--- config.mk ---
export PLATFORM = sky130hd
export DESIGN_NAME = cc_mem_rd_arbiter
export DESIGN_NICKNAME = d
export VERILOG_FILES = /design/src/rtl/cc_arb_pkg.sv /design/src/rtl/cc_arb_picker.sv /design/src/rtl/cc_mem_rd_arbiter.sv
export SDC_FILE = /design/constraint.sdc
export NUM_CORES = 1
export LEC_CHECK = 0
export CAP_MARGIN = 20
export CORE_AREA = 3 3 110 112
export CTS_BUF_LIST = sky130_fd_sc_hd__clkbuf_8
export DETAILED_ROUTE_END_ITERATION = 12
export DIE_AREA = 0 0 113 115
export HOLD_SLACK_MARGIN = 0.03
export PLACE_DENSITY = 0.84
export SLEW_MARGIN = 25
export SYNTH_ARGS = -nofsm -noshare
export SYNTH_HDL_FRONTEND = slang
export SYNTH_SLANG_ARGS = --single-unit
--- constraint.sdc ---
create_clock -name clk -period 2.2 [get_ports clk]
set_input_delay 0.44 -clock clk [delete_from_list [all_inputs] [get_ports clk]]
set_output_delay 0.44 -clock clk [all_outputs]
set_load 0.01 [all_outputs]
--- src/rtl/cc_arb_pkg.sv ---
// cc_arb_pkg: shared types and constants for the memory read-channel arbiter
// Contents: ATTR_W (AR attribute width), ar_attr_t (packed arlen/arsize/arburst), arb_state_t (IDLE/ADDR/DATA)
package cc_arb_pkg;
  localparam int ATTR_W = 9;
  typedef struct packed {
    logic [3:0] arlen;
    logic [2:0] arsize;
    logic [1:0] arburst;
  } ar_attr_t;
  typedef enum logic [1:0] {IDLE, ADDR, DATA} arb_state_t;
endpackage

--- src/rtl/cc_arb_picker.sv ---
// cc_arb_picker: combinational winner select over a request vector
// Ports: i_req request vector, i_last previous winner (CC_ARB_RR_EN only), o_gnt_oh one-hot grant, o_gnt_idx grant index
// Macro CC_ARB_RR_EN: defined = round-robin starting after i_last, undefined = fixed priority (lowest index wins)
module cc_arb_picker #(
  parameter int NUM_REQ = 2,
  localparam int LW = $clog2(NUM_REQ)
) (
  input  logic [NUM_REQ-1:0] i_req,
`ifdef CC_ARB_RR_EN
  input  logic [LW-1:0]      i_last,
`endif
  output logic [NUM_REQ-1:0] o_gnt_oh,
  output logic [LW-1:0]      o_gnt_idx
);
`ifdef CC_ARB_RR_EN
  logic          w_hit;
  logic [LW-1:0] w_cand;
  always_comb begin
    o_gnt_idx = '0;
    w_hit = 1'b0;
    w_cand = '0;
    for (int k = 1; k <= NUM_REQ; k++) begin
      w_cand = LW'((int'(i_last) + k) % NUM_REQ);
      if (!w_hit && i_req[w_cand]) begin
        o_gnt_idx = w_cand;
        w_hit = 1'b1;
      end
    end
  end
`else
  always_comb begin
    o_gnt_idx = '0;
    for (int k = NUM_REQ - 1; k >= 0; k--)
      if (i_req[k]) o_gnt_idx = LW'(k);
  end
`endif
  assign o_gnt_oh = (|i_req) ? (NUM_REQ'(1) << o_gnt_idx) : '0;
endmodule

--- src/rtl/cc_mem_rd_arbiter.sv ---
// cc_mem_rd_arbiter: shares one memory-side AXI read port (AR+R) among NUM_REQ requesters, one burst outstanding
// Ports: clk/rst_n (sync active-low); s_ar* per-requester AR in, s_arready_o one-hot; s_r* R out routed to the grant;
//        m_ar* registered AR to memory; m_r* R from memory, m_rready_o follows the granted requester
// Macro CC_ARB_RR_EN: defined = round-robin arbitration with a last-grant register, undefined = fixed priority
module cc_mem_rd_arbiter
  import cc_arb_pkg::*;
#(
  parameter int NUM_REQ    = 2,
  parameter int ID_WIDTH   = 4,
  parameter int ADDR_WIDTH = 32
) (
  input  logic                                  clk,
  input  logic                                  rst_n,
  input  logic [NUM_REQ-1:0]                    s_arvalid_i,
  output logic [NUM_REQ-1:0]                    s_arready_o,
  input  logic [NUM_REQ-1:0][ADDR_WIDTH-1:0]    s_araddr_i,
  input  logic [NUM_REQ-1:0][ID_WIDTH-1:0]      s_arid_i,
  input  logic [NUM_REQ-1:0][ATTR_W-1:0]        s_arattr_i,
  output logic [NUM_REQ-1:0]                    s_rvalid_o,
  input  logic [NUM_REQ-1:0]                    s_rready_i,
  output logic [63:0]                           s_rdata_o,
  output logic [ID_WIDTH-1:0]                   s_rid_o,
  output logic [1:0]                            s_rresp_o,
  output logic                                  s_rlast_o,
  output logic                                  m_arvalid_o,
  input  logic                                  m_arready_i,
  output logic [ADDR_WIDTH-1:0]                 m_araddr_o,
  output logic [ID_WIDTH-1:0]                   m_arid_o,
  output logic [ATTR_W-1:0]                     m_arattr_o,
  input  logic                                  m_rvalid_i,
  output logic                                  m_rready_o,
  input  logic [63:0]                           m_rdata_i,
  input  logic [1:0]                            m_rresp_i,
  input  logic                                  m_rlast_i
);
  localparam int LW = $clog2(NUM_REQ);
  arb_state_t            r_state, w_next;
  logic [LW-1:0]         r_gnt;
  logic [ADDR_WIDTH-1:0] r_addr;
  logic [ID_WIDTH-1:0]   r_id;
  ar_attr_t              r_attr;
  logic [NUM_REQ-1:0]    w_gnt_oh;
  logic [LW-1:0]         w_gnt_idx;
  logic                  w_accept;
`ifdef CC_ARB_RR_EN
  logic [LW-1:0]         r_last;
  cc_arb_picker #(.NUM_REQ(NUM_REQ)) u_picker (
    .i_req    (s_arvalid_i),
    .i_last   (r_last),
    .o_gnt_oh (w_gnt_oh),
    .o_gnt_idx(w_gnt_idx)
  );
  always_ff @(posedge clk)
    if (!rst_n) r_last <= LW'(NUM_REQ - 1);
    else if (w_accept) r_last <= w_gnt_idx;
`else
  cc_arb_picker #(.NUM_REQ(NUM_REQ)) u_picker (
    .i_req    (s_arvalid_i),
    .o_gnt_oh (w_gnt_oh),
    .o_gnt_idx(w_gnt_idx)
  );
`endif
  assign w_accept    = rst_n && r_state == IDLE && |s_arvalid_i;
  assign m_araddr_o  = r_addr;
  assign m_arid_o    = r_id;
  assign m_arattr_o  = r_attr;
  assign s_rid_o     = r_id;
  assign s_rdata_o   = m_rdata_i;
  assign s_rresp_o   = m_rresp_i;
  assign s_rlast_o   = m_rlast_i;
  // Handshake outputs are forced low while rst_n is asserted so the first reset cycle is already quiet.
  always_comb begin
    w_next = r_state;
    s_arready_o = '0;
    s_rvalid_o = '0;
    m_arvalid_o = 1'b0;
    m_rready_o = 1'b0;
    if (rst_n)
      case (r_state)
        IDLE: begin
          s_arready_o = w_gnt_oh;
          if (|s_arvalid_i) w_next = ADDR;
        end
        ADDR: begin
          m_arvalid_o = 1'b1;
          if (m_arready_i) w_next = DATA;
        end
        DATA: begin
          s_rvalid_o[r_gnt] = m_rvalid_i;
          m_rready_o = s_rready_i[r_gnt];
          if (m_rvalid_i && s_rready_i[r_gnt] && m_rlast_i) w_next = IDLE;
        end
        default: w_next = IDLE;
      endcase
  end
  always_ff @(posedge clk)
    if (!rst_n) begin
      r_state <= IDLE;
      r_gnt <= '0;
      r_addr <= '0;
      r_id <= '0;
      r_attr <= '0;
    end else begin
      r_state <= w_next;
      if (w_accept) begin
        r_gnt <= w_gnt_idx;
        r_addr <= s_araddr_i[w_gnt_idx];
        r_id <= s_arid_i[w_gnt_idx];
        r_attr <= ar_attr_t'(s_arattr_i[w_gnt_idx]);
      end
    end
endmodule

* After elaboration in Yosys (flattened, before gate mapping)
Index checks and enable logic that the tools add are counted.
** Word-level totals
- Bits in registers :: 48
- Output and inout bits :: 122
- Word-level logic and storage cells :: 50
** Cells by class
- Equal/unequal tests :: 5
- Multiplexer cells :: 25
- Reductions and logical operators :: 8
- Bitwise gates (word level) :: 1
- Order comparisons :: 3
- Shift-type cells :: 1
** Operators by type and width (number)
- $mux W32 :: 2
- $mux W9 :: 2
- $mux W2 :: 8
- $mux W1 :: 9
- $mux W4 :: 2
- $pmux W2 S3 :: 1
- $logic_and A1 B1 Y1 :: 5
- $lt A1 B2 Y1 const B :: 2
- $ne A2 B2 Y1 const B :: 2
- $reduce_and A3 Y1 :: 1
- $and A2 B2 Y2 :: 1
- $eq A2 B1 Y1 const B :: 1
- $eq A2 B2 Y1 const B :: 1
- $logic_not A2 Y1 :: 1
- $ne A2 B1 Y1 const B :: 1
- $reduce_or A2 Y1 :: 1
- $shl A1 B1 Y2 const A :: 1
- $demux W1 S1 :: 1
- $ge A1 B1 Y1 const B :: 1

* Depth between registers and ports, before layout
- Depth in word-level cells :: 7
- Mapped depth :: 5

* Hierarchy
A second synthesis with hierarchy kept.
** Unflattened totals
- Cell total of the unflattened synthesis :: 296
- Area, all modules :: 2805.2 sq um
** Modules (own cells, without submodules)
- cc_mem_rd_arbiter :: cells each 293, times used 1, sequential area each 960.9 sq um, area each 2787.7 sq um
- cc_arb_picker :: cells each 3, times used 1, sequential area each 0.0 sq um, area each 17.5 sq um

* Least setup slack after synthesis
OpenSTA, ideal clock, no wires.
- Path kind :: input port to output port
- Start point :: input rst_n
- End point :: output s_arready_o[1]
- Setup slack :: 0.497 ns
- Stages :: 4
- Buffers on the path :: 2
- Arrival time :: 1.263 ns
- Path through :: or3b_1 -> buf_4 -> buf_6 -> nor2_1
** Between the ends
- Word-level cells in the longest chain between the ends :: 1
** RTL lines
- start, declared :: RTL line cc_mem_rd_arbiter.sv:13 : input logic rst_n,
- $mux W2 :: RTL line cc_mem_rd_arbiter.sv:78 : if (rst_n)
- end, declared :: RTL line cc_mem_rd_arbiter.sv:15 : output logic [NUM_REQ-1:0] s_arready_o,
No other way between the ends.

* Worst setup path in the final report
- Start point :: input m_rvalid_i
- End point :: output s_rvalid_o[1]
** Between the ends
- Word-level cells in the longest chain between the ends :: 3
** RTL lines
- start, declared :: RTL line cc_mem_rd_arbiter.sv:30 : input logic m_rvalid_i,
- $and A2 B2 Y2 (no line)
- $mux W2 :: RTL line cc_mem_rd_arbiter.sv:79 : case (r_state)
- $mux W2 :: RTL line cc_mem_rd_arbiter.sv:78
- end, declared :: RTL line cc_mem_rd_arbiter.sv:19 : output logic [NUM_REQ-1:0] s_rvalid_o,
No other way between the ends.

==> flow_metrics.env <==
export IMPL_outcome="finished clean"
export IMPL_finalInstanceArea_sq_um=4260
export IMPL_worst_pin_slew_ps=724
export IMPL_endpoint="s_rvalid_o[1]"
export IMPL_worst_path_buf_inv=2
export IMPL_dr_first_iter_drc_count=37
export IMPL_hpwl_um=6260
export IMPL_netlist_area_sq_um=2990
export IMPL_grt_antenna_before_repair=0
export IMPL_clockBufferDepth=2
export IMPL_die_w_um=113
export IMPL_finalPower_mw=2.46
export IMPL_cpLargestDelayFamily="buffers and inverters"
export IMPL_placed_area_sq_um=4170
export IMPL_maxSlewViolCount=0
export IMPL_dr_pass1_iters=4
export IMPL_area_growth_pct=42.6
export IMPL_worstHoldPathType="flop to flop"
export IMPL_critical_path_class="primary input to output port"
export IMPL_post_place_ws_ps=-13.1
export IMPL_tns_ps=0
export IMPL_critPathArrivalTime_ps=1660
export IMPL_gp_congestion=0.788
export IMPL_drc=0
export IMPL_hold_viol=0
export IMPL_vias=2484
export IMPL_nets=544
export IMPL_layout_min_cycle_time_ps=2100
export IMPL_overflow=0
export IMPL_core_sq_um=11300
export IMPL_drtAntennaViolNets=0
export IMPL_crit_path_frequent_cell="clkdlybuf4s50_1"
export IMPL_finalCritPeriodShare_pct=95.4
export IMPL_cts_tree="done"
export IMPL_yosysTopAreaCellShare_pct=32.1
export IMPL_synth_cell_types=23
export IMPL_p_per_area_nw_per_um2=577
export IMPL_io_pins=287
export IMPL_worstReg2RegEnd="m_arid_o[1]"
export IMPL_ys_ff_latch=48
export IMPL_finalNonFillerCells=523
export IMPL_fillerInstances=1115
export IMPL_io_buffer_count=154
export IMPL_ir_worst_vdd_mv=0.274
export IMPL_start_util_pct=26.4
export IMPL_grt_pass1_wl_um=12800
export IMPL_dp_cells=515
export IMPL_hold_ws_ps=481
export IMPL_yosys_warnings=0
export IMPL_synth_cells=301
export IMPL_finClkSkew_ps=7.14
export IMPL_synth_top_area_cell="dfxtp_1"
export IMPL_r2r_start="r_state[0]"
export IMPL_num_rows=39
export IMPL_cts_htree_levels=2
export IMPL_synth_nets=466
export IMPL_cts_buffers=5
export IMPL_crit_cells=4
export IMPL_max_freq_ghz=0.476
export IMPL_wl_per_cell_um=15.9
export IMPL_rsz0062_at_grt="no"
export IMPL_dieArea_sq_um=13000
export IMPL_worst_skew_pair_late_latency_ps=300
export IMPL_post_route_util_pct=37.6
export IMPL_worstPathRequired_ps=1760
export IMPL_syn_area_per_cell_sq_um=9.93
export IMPL_slew_headroom_pct=51.8
export IMPL_slowest_delay_ps=540
export IMPL_critPathMaxFanout=2
export IMPL_cts_root_buf="clkbuf_8"
export IMPL_crit_slowest_cell="clkdlybuf4s50_1"
export IMPL_setup_viol_count_final=0
export IMPL_dieHeight_um=115
export IMPL_grt_usage_pct=12.2
export IMPL_r2r_setup_slack_ps=580
export IMPL_path_cells="clkdlybuf4s50_1 -> nand3_1 -> nor2_1 -> clkdlybuf4s50_1"
export IMPL_diodes=0
export IMPL_worst_slack_ps=100
export IMPL_wl_um=8330
export IMPL_grt_max_degree=47
export IMPL_drive_above_1_share_pct=16.3
export IMPL_power_leakage_nw=1.74
export IMPL_clkSinkCount=48
export IMPL_startpoint="m_rvalid_i"
export IMPL_grt_pass1_vias=2574
export IMPL_worstSetupEndpointType="output port"
export IMPL_r2r_cells=4
export IMPL_vias_per_cell=4.75
export IMPL_cp_start_kind="primary input"
export IMPL_max_cap_viol_count=0
export IMPL_path_clk_slew_ps=100
export IMPL_netlist_top_cells_area="dfxtp_1, buf_4, o211ai_2"
export IMPL_ys_seq_area_share_pct=32.1
[area by class of cell]
class	instances	area, sq um	share of cell area, %
inverters	3	11.3	0.264
well taps	143	179	4.20
clock buffers	6	82.6	1.94
repair buffers	165	1660	38.9
multi-input cells	156	1360	32.0
clock inverters	2	7.51	0.176
flip-flops and latches	48	961	22.5
[worst register-to-register path, delay by kind of cell, from the launching register on]
family | cells | cell delay, ps
AO/OA/AOI/OAI | 2 | 390
buffers and inverters | 1 | 350
flip-flops | 1 | 380
AND/OR/NAND/NOR | 1 | 390
[routing by layer]
metal	routed length, um	vias up	GRT usage, %	share of wire (%)
li1	-	1168	-	-
met1	3110	1152	13.0	37
met2	4290	134	22.5	52
met3	756	30	4.16	9.1
met4	174	0	4.65	2.1
met5	0	-	0	0
[flip-flops by register name (all words and copies together) (netlist names)]
name and cells:
r_gnt 1, m_arid_o 4, r_state 2, m_araddr_o 32, m_arattr_o 9
[logic make-up after synthesis]
group | synth area share [%]
flip-flops | 32.1
AND/OR/NAND/NOR | 2.93
multiplexers | 15.4
AO/OA/AOI/OAI | 26.5
buffers and inverters | 23.1
[worst min path at each step]
stage | from | end | slack (ps) | cells past startpoint
final | m_araddr_o[10] | m_araddr_o[10] | 480 | 2
after global routing | m_araddr_o[10] | m_araddr_o[10] | 500 | 2
after CTS | m_araddr_o[10] | m_araddr_o[10] | 480 | 2
after detailed placement | m_araddr_o[10] | m_araddr_o[10] | 470 | 2
after global placement | m_araddr_o[7] | m_araddr_o[7] | 460 | 2
after floorplan | m_araddr_o[26] | m_araddr_o[26] | 500 | 2
[synthesized netlist by cell type]
library cell	count
clkbuf_1	6
nand2_1	1
nor3b_2	1
nand2b_1	1
mux2i_1	46
nor2b_1	1
nand3b_1	1
nor2_1	5
dfxtp_1	48
buf_6	4
o21ai_0	1
o211ai_1	6
o211ai_2	39
buf_4	76
nor3b_1	1
or3b_1	1
o21ai_1	47
inv_1	3
and2_1	1
buf_2	8
o311a_1	1
nand3_1	2
a22oi_1	1
[report_power, final]
part / leakage (nW) / switching [mW] / internal (mW) / total [mW]
Clock: 0.0538 / 0.299 / 0.248 / 0.547
Combinational: 1.29 / 0.351 / 0.495 / 0.845
Sequential: 0.397 / 0.0837 / 0.984 / 1.07
[cells in the final DEF (no fill, tap or decap), drive strengths merged]
| cell type | Yosys | routed |
|---|---|---|
| dfxtp | 48 | 48 |
| nand2b | 1 | 1 |
| dlygate4sd2 | 0 | 1 |
| nor3b | 2 | 2 |
| buf | 88 | 12 |
| clkbuf | 6 | 6 |
| and2 | 1 | 1 |
| o211ai | 45 | 45 |
| nand2 | 1 | 1 |
| nand3 | 2 | 2 |
| nor2 | 5 | 5 |
| inv | 3 | 5 |
| or3b | 1 | 1 |
| dlymetal6s2s | 0 | 1 |
| a22oi | 1 | 1 |
| o21ai | 48 | 48 |
| clkdlybuf4s50 | 0 | 151 |
| o311a | 1 | 1 |
| nand3b | 1 | 1 |
| nor2b | 1 | 1 |
| mux2i | 46 | 46 |
[what timing repair did]
action                     4_1_cts  5_1_grt
setup endpoints to repair        1        1
buffers inserted                 0        0
hold buffers                     0        0
gates resized for setup          1        1
Power figures use the tool's default switching activity.
